$ cat src/rtl/switch_debouncer.sv
// switch_debouncer: two-channel synchronizer + debouncer for raw board
// switches feeding the logic-gate blocks.
//
// Ports:
//   clock        system clock, rising edge
//   reset        asynchronous, active-high
//   sw_a, sw_b   raw, asynchronous, bouncy switch inputs
//   a, b         debounced, synchronous levels
//   changed      one-cycle pulse, the cycle after a and/or b updates
//   a_rise/a_fall/b_rise/b_fall  (only with SWITCH_DEBOUNCER_EDGE_EN)
//                one-cycle edge pulses, coincident with changed
//
// Optional feature macro: SWITCH_DEBOUNCER_EDGE_EN
// DEBOUNCE_CYCLES: 4 for simulation, ~500000 on board at 50 MHz.

// Per-channel lane: 2-flop synchronizer and debounce counter.
module switch_debouncer_chan #(
  parameter int DEBOUNCE_CYCLES = 4,
  parameter int CNT_W           = $clog2(DEBOUNCE_CYCLES + 1)
) (
  input  logic clock,
  input  logic reset,
  input  logic sw,
  output logic stable,
  output logic upd
);
  logic             s1, s2;
  logic [CNT_W-1:0] cnt;

  always_ff @(posedge clock or posedge reset) begin
    if (reset) begin
      s1     <= 1'b0;
      s2     <= 1'b0;
      cnt    <= '0;
      stable <= 1'b0;
      upd    <= 1'b0;
    end else begin
      s1  <= sw;
      s2  <= s1;
      upd <= 1'b0;
      // Any cycle back at the stable level restarts the qualification window,
      // so cnt is bounded by DEBOUNCE_CYCLES-1 and cannot wrap.
      if (s2 == stable) begin
        cnt <= '0;
      end else if (cnt == CNT_W'(DEBOUNCE_CYCLES - 1)) begin
        stable <= s2;
        cnt    <= '0;
        upd    <= 1'b1;  // high in the same cycle the new level appears
      end else begin
        cnt <= cnt + 1'b1;
      end
    end
  end
endmodule

module switch_debouncer #(
  parameter int DEBOUNCE_CYCLES = 4,
  parameter int CNT_W           = $clog2(DEBOUNCE_CYCLES + 1)
) (
  input  logic clock,
  input  logic reset,
  input  logic sw_a,
  input  logic sw_b,
  output logic a,
  output logic b,
`ifdef SWITCH_DEBOUNCER_EDGE_EN
  output logic a_rise,
  output logic a_fall,
  output logic b_rise,
  output logic b_fall,
`endif
  output logic changed
);
  localparam int NUM_CH = 2;

  logic [NUM_CH-1:0] sw_vec;
  logic [NUM_CH-1:0] stable;
  logic [NUM_CH-1:0] upd;

  assign sw_vec = {sw_b, sw_a};

  switch_debouncer_chan #(
    .DEBOUNCE_CYCLES (DEBOUNCE_CYCLES),
    .CNT_W           (CNT_W)
  ) u_chan [NUM_CH-1:0] (
    .clock  (clock),
    .reset  (reset),
    .sw     (sw_vec),
    .stable (stable),
    .upd    (upd)
  );

  assign a = stable[0];
  assign b = stable[1];

  // upd is already registered, so this pulse lands one cycle after the
  // level change; a simultaneous update on both lanes merges into one pulse.
  always_ff @(posedge clock or posedge reset) begin
    if (reset) changed <= 1'b0;
    else       changed <= |upd;
  end

`ifdef SWITCH_DEBOUNCER_EDGE_EN
  // stable already holds the new level when upd is high, so it gives direction.
  always_ff @(posedge clock or posedge reset) begin
    if (reset) begin
      a_rise <= 1'b0;
      a_fall <= 1'b0;
      b_rise <= 1'b0;
      b_fall <= 1'b0;
    end else begin
      a_rise <= upd[0] &  stable[0];
      a_fall <= upd[0] & ~stable[0];
      b_rise <= upd[1] &  stable[1];
      b_fall <= upd[1] & ~stable[1];
    end
  end
`endif
endmodule

$ cat config.mk
export PLATFORM = sky130hd
export DESIGN_NAME = switch_debouncer
export DESIGN_NICKNAME = d
export VERILOG_FILES = /design/src/rtl/switch_debouncer.sv
export SDC_FILE = /design/constraint.sdc
export NUM_CORES = 1
export LEC_CHECK = 0
export BUFFER_PORTS_ARGS = -buffer_cell sky130_fd_sc_hd__buf_2
export CAP_MARGIN = 20
export CORE_AREA = 10 10 47 49
export DETAILED_ROUTE_END_ITERATION = 8
export DIE_AREA = 0 0 57 59
export SYNTH_ARGS = -nofsm -noshare
export SYNTH_HDL_FRONTEND = slang
export SYNTH_SLANG_ARGS = --single-unit
$ cat constraint.sdc
create_clock -name clock -period 3.07 [get_ports clock]
set_input_delay 0 -clock clock [delete_from_list [all_inputs] [get_ports clock]]
set_output_delay 0 -clock clock [all_outputs]
set_load 0.01 [all_outputs]
# Word-level counts from Yosys, hierarchy flattened
# Index checks and enable logic that the tools add are counted.
totals:
  output_inout_bits: 3
  inputBits: 4
  word_cells: 30
  register_bits: 15
classes:
  reduce_logical: 3
  n_bitwise: 2
  muxes: 8
  addsub: 2
  eq_ne: 4
ops:
  columns: ["cell", "n"]
  rows:
  - ["$mux 3", 4]
  - ["$add 3x1->3 const B", 2]
  - ["$eq 3x2->1 const B", 2]
  - ["$mux 1", 4]
  - ["$reduce_and 2->1", 2]
  - ["$eq 1x1->1", 2]
  - ["$not 1->1", 2]
  - ["$reduce_or 2->1", 1]

# Longest topological paths before layout
logic_depth:
  ltp_word: 3
  mapped_depth: 3
  depth_no_buf: 3

# Modules after synthesis
# From an unflattened synthesis, not the netlist that was laid out.
hier_totals:
  cells_unflattened: 35
  area_unflattened_um2: 538.0
modules_own_cells:
  columns: ["mod", "cells_each", "seq_area_each_um2", "instances", "area_each_um2"]
  rows:
  - ["switch_debouncer_chan", 16, 175.2, 2, 251.5]
  - ["switch_debouncer", 3, 25.0, 1, 35.0]

# Worst setup path after synthesis
# No wires, ideal clock.
synth_path:
  path_kind: "reg-to-reg"
  startpoint: "register u_chan[0].cnt[0]"
  endpoint: "register u_chan[0].stable"
  setup_slack_ps: 1985
  stages_incl_launch_ff: 4
  required_time_ps: 2945
  n_path_buf: 0
  arrival_time_ps: 961
  synth_period_minus_slack_ps: 1085
  setup_time_ps: 125
  path_cell_list: "dfrtp_1 -> ha_1 -> nor2b_4 -> mux2_2"
synth_between:
  elab_chain_cells: 2
synth_lines:
  columns: ["element", "line", "text"]
  rows:
  - ["start: declaration", "28", "logic [CNT_W-1:0] cnt;"]
  - ["start signal: assignment", "50", "cnt <= cnt + 1'b1;"]
  - ["$eq 3x2->1", "45", "end else if (cnt == CNT_W'(DEBOUNCE_CYCLES - 1)) begin"]
  - ["$reduce_and 2->1 (no source line)", null, null]
  - ["end signal: assignment", "35", "stable <= 1'b0;"]
  - ["end signal: assignment", "46", "stable <= s2;"]
  - ["end: declaration", "24", "output logic stable,"]
# Every way passes these cells.
# A chain may end at the register's enable or synchronous reset.

# Worst setup path in the final report
# Ends and elaborated chain as after synthesis.

==> results_dict.tcl <==
set metrics [dict create \
    status "finished, final reports clean" \
    max-cap-violations 0 \
    skew_ns 0.000912 \
    grtUsageTotal_pct 5.73 \
    final_common_cell "dfrtp_1" \
    cts_buffers 3 \
    io_buffers 6 \
    pre_cts_ws_ns 1.89 \
    start_util_pct 37.9 \
    synth_top_family_by_area "simple AND/OR/NAND/NOR gates" \
    dp_cells 55 \
    synth.largest_area_cell "dfrtp_1" \
    post_drt_wl_per_cell_um 11.6 \
    grt_antenna_before_repair 0 \
    grt_pass1_vias 342 \
    ir_drop_mv 0.364 \
    ys_seq_area_share_pct 70.8 \
    wirelength_um 721 \
    instances_no_fill 62 \
    placementRows 14 \
    core_area_mm2 0.00140 \
    dieHeight_um 59 \
    syn_inst 33 \
    yosysTopAreaCellShare_pct 70.8 \
    cts-resized-gates 0 \
    antenna_cells 0 \
    drc 0 \
    detail-route-antenna-nets 0 \
    drive_gt1_share_pct 32.6 \
    grt_max_degree 16 \
    synth_compound_area_share_pct 0 \
    synth_simple_gate_area_share_pct 16.3 \
    synth-seq-cells 15 \
    numClockSinks 15 \
    end_kind "register" \
    place_congestion 0.646 \
    clk_latency_ns 0.28 \
    postCtsSetupBuffers 0 \
    required_ns 3.25 \
    drv_slew 0 \
    clk_pin_slew_ns 0.08 \
    nets 53 \
    clock-root-buffer "clkbuf_4" \
    arrival_ns 1.34 \
    cts_tree "built" \
    syn_avg_cell_area_um2 16.1 \
    grt_pass1_wl_um 1440 \
    synthXorXnorAreaFrac_pct 3.30 \
    slew_headroom_pct 65.0 \
    final_cell_mix "dfrtp_1, buf_2, nor3b_1, clkbuf_4, dlygate4sd3_1" \
    setup_violations 0 \
    synthTopCellsByArea "dfrtp_1, nor3b_1, nor2b_4" \
    design.die.area_mm2 0.00336 \
    die_w_um 57 \
    tightest_slew_ns 0.524 \
    power.total_uw 497 \
    worst_slack_ns 1.91 \
    syn_nets 39 \
    yosys.area_share.adder_pct 4.72 \
    rsz0062_at_grt "no" \
    final.setup.tns_ns 0 \
    drt-pass1-iter-count 1 \
    overflow 0 \
    hp-class "primary input to async pin" \
    htree_levels 1 \
    areaGrowthSynthToFinish_pct 20.3 \
    ctsHoldBuffers 3 \
    pwr_density_cell_mw_per_mm2 779 \
    synth_cell_types 10 \
    fin_crit_sh_pct 37.9 \
    ys.warnings.count 0 \
    pin_count 7 \
    mappedNetlistArea_um2 531 \
    hold_violations 0 \
    muxShareOfSynthArea_pct 4.25 \
    cellLeakagePower_nw 0.311 \
    startpoint_type "register" \
    cp_max_fo 4 \
    drtIter0Drc 0 \
    cts.path.max_buffers 2 \
    timing.fmax_ghz 0.859 \
    vias 278 \
    period_needed_ns 1.16 \
    regToRegSetupSlack_ns 1.91 \
    via_per_inst 4.48 \
    worst-setup-path-type "register to register" \
]
==> flip-flops by register name, indices dropped and copies added (netlist names) <==
name           count
u_chan.stable      2
u_chan.s2          2
u_chan.upd         2
changed            1
u_chan.cnt         6
u_chan.s1          2
==> worst paths after layout <==
| kind | startpoint | end | cells after the start |
|---|---|---|---|
| setup reg to reg | u_chan[0].cnt[0] | u_chan[0].stable | 3 |
| hold / removal | reset | u_chan[1].s2 | 3 |
| max in group asynchronous | reset | u_chan[0].stable | 3 |
| hold reg to reg | u_chan[1].s1 | u_chan[1].s2 | 0 |
| min in group clock | sw_a | u_chan[0].s1 | 2 |
| setup / recovery | u_chan[0].cnt[0] | u_chan[0].stable | 3 |
==> metal layers <==
metal	wire, µm	GRT usage (%)	vias up
met1	293	5.17	134
met2	354	8.99	8
met5	0	0	-
met4	28	6.04	0
met3	44	2.79	3
li1	-	-	133
==> cell usage after synthesis (all sizes together) <==
cell and instances:
inv 1, or2 1, mux2 2, nor3 2, dfrtp 15, nor2b 4
xnor2 2, nor3b 4, ha 2
==> cells by family after synthesis <==
| logic type | count (synthesis) |
|---|---|
| AND/OR/NAND/NOR | 11 |
| flip-flops | 15 |
| XOR/XNOR | 2 |
| adder cells (fa/ha/maj) | 2 |
| multiplexers | 2 |
| buffers and inverters | 1 |
==> area by class of cell <==
class                      instances  area (µm²)
sequential                        15         375
clock buffer                       3        22.5
clock inverter                     1        5.00
fill                             131         763
timing repair buffer               9        60.1
multi-input combinational         17         151
inverter                           1        3.75
tap                               16        20.0
==> worst max-delay path, cell delays in order (launching register included) <==
cell and delay, ns:
dfrtp_1 0.36, ha_1 0.18, nor2b_4 0.18, mux2_2 0.34
==> power breakdown <==
part	leakage (nW)	switching [mW]	internal, mW
combinational	0.102	0.0565	0.0671
sequential	0.192	0.0228	0.240
clock	0.0177	0.0619	0.0485
==> per-stage QoR <==
stage | area [µm²] | hold WS (ns) | util, %
after floorplan | 531 | -0.0985 | -
after global placement | 581 | 0.0466 | 41.4
after detailed placement | 581 | 0.0605 | 41.4
after CTS | 638 | 0.297 | 45.5
after global routing | 638 | 0.349 | 45.5
final | 638 | 0.285 | 45.5
Power figures use the tool's default switching activity.
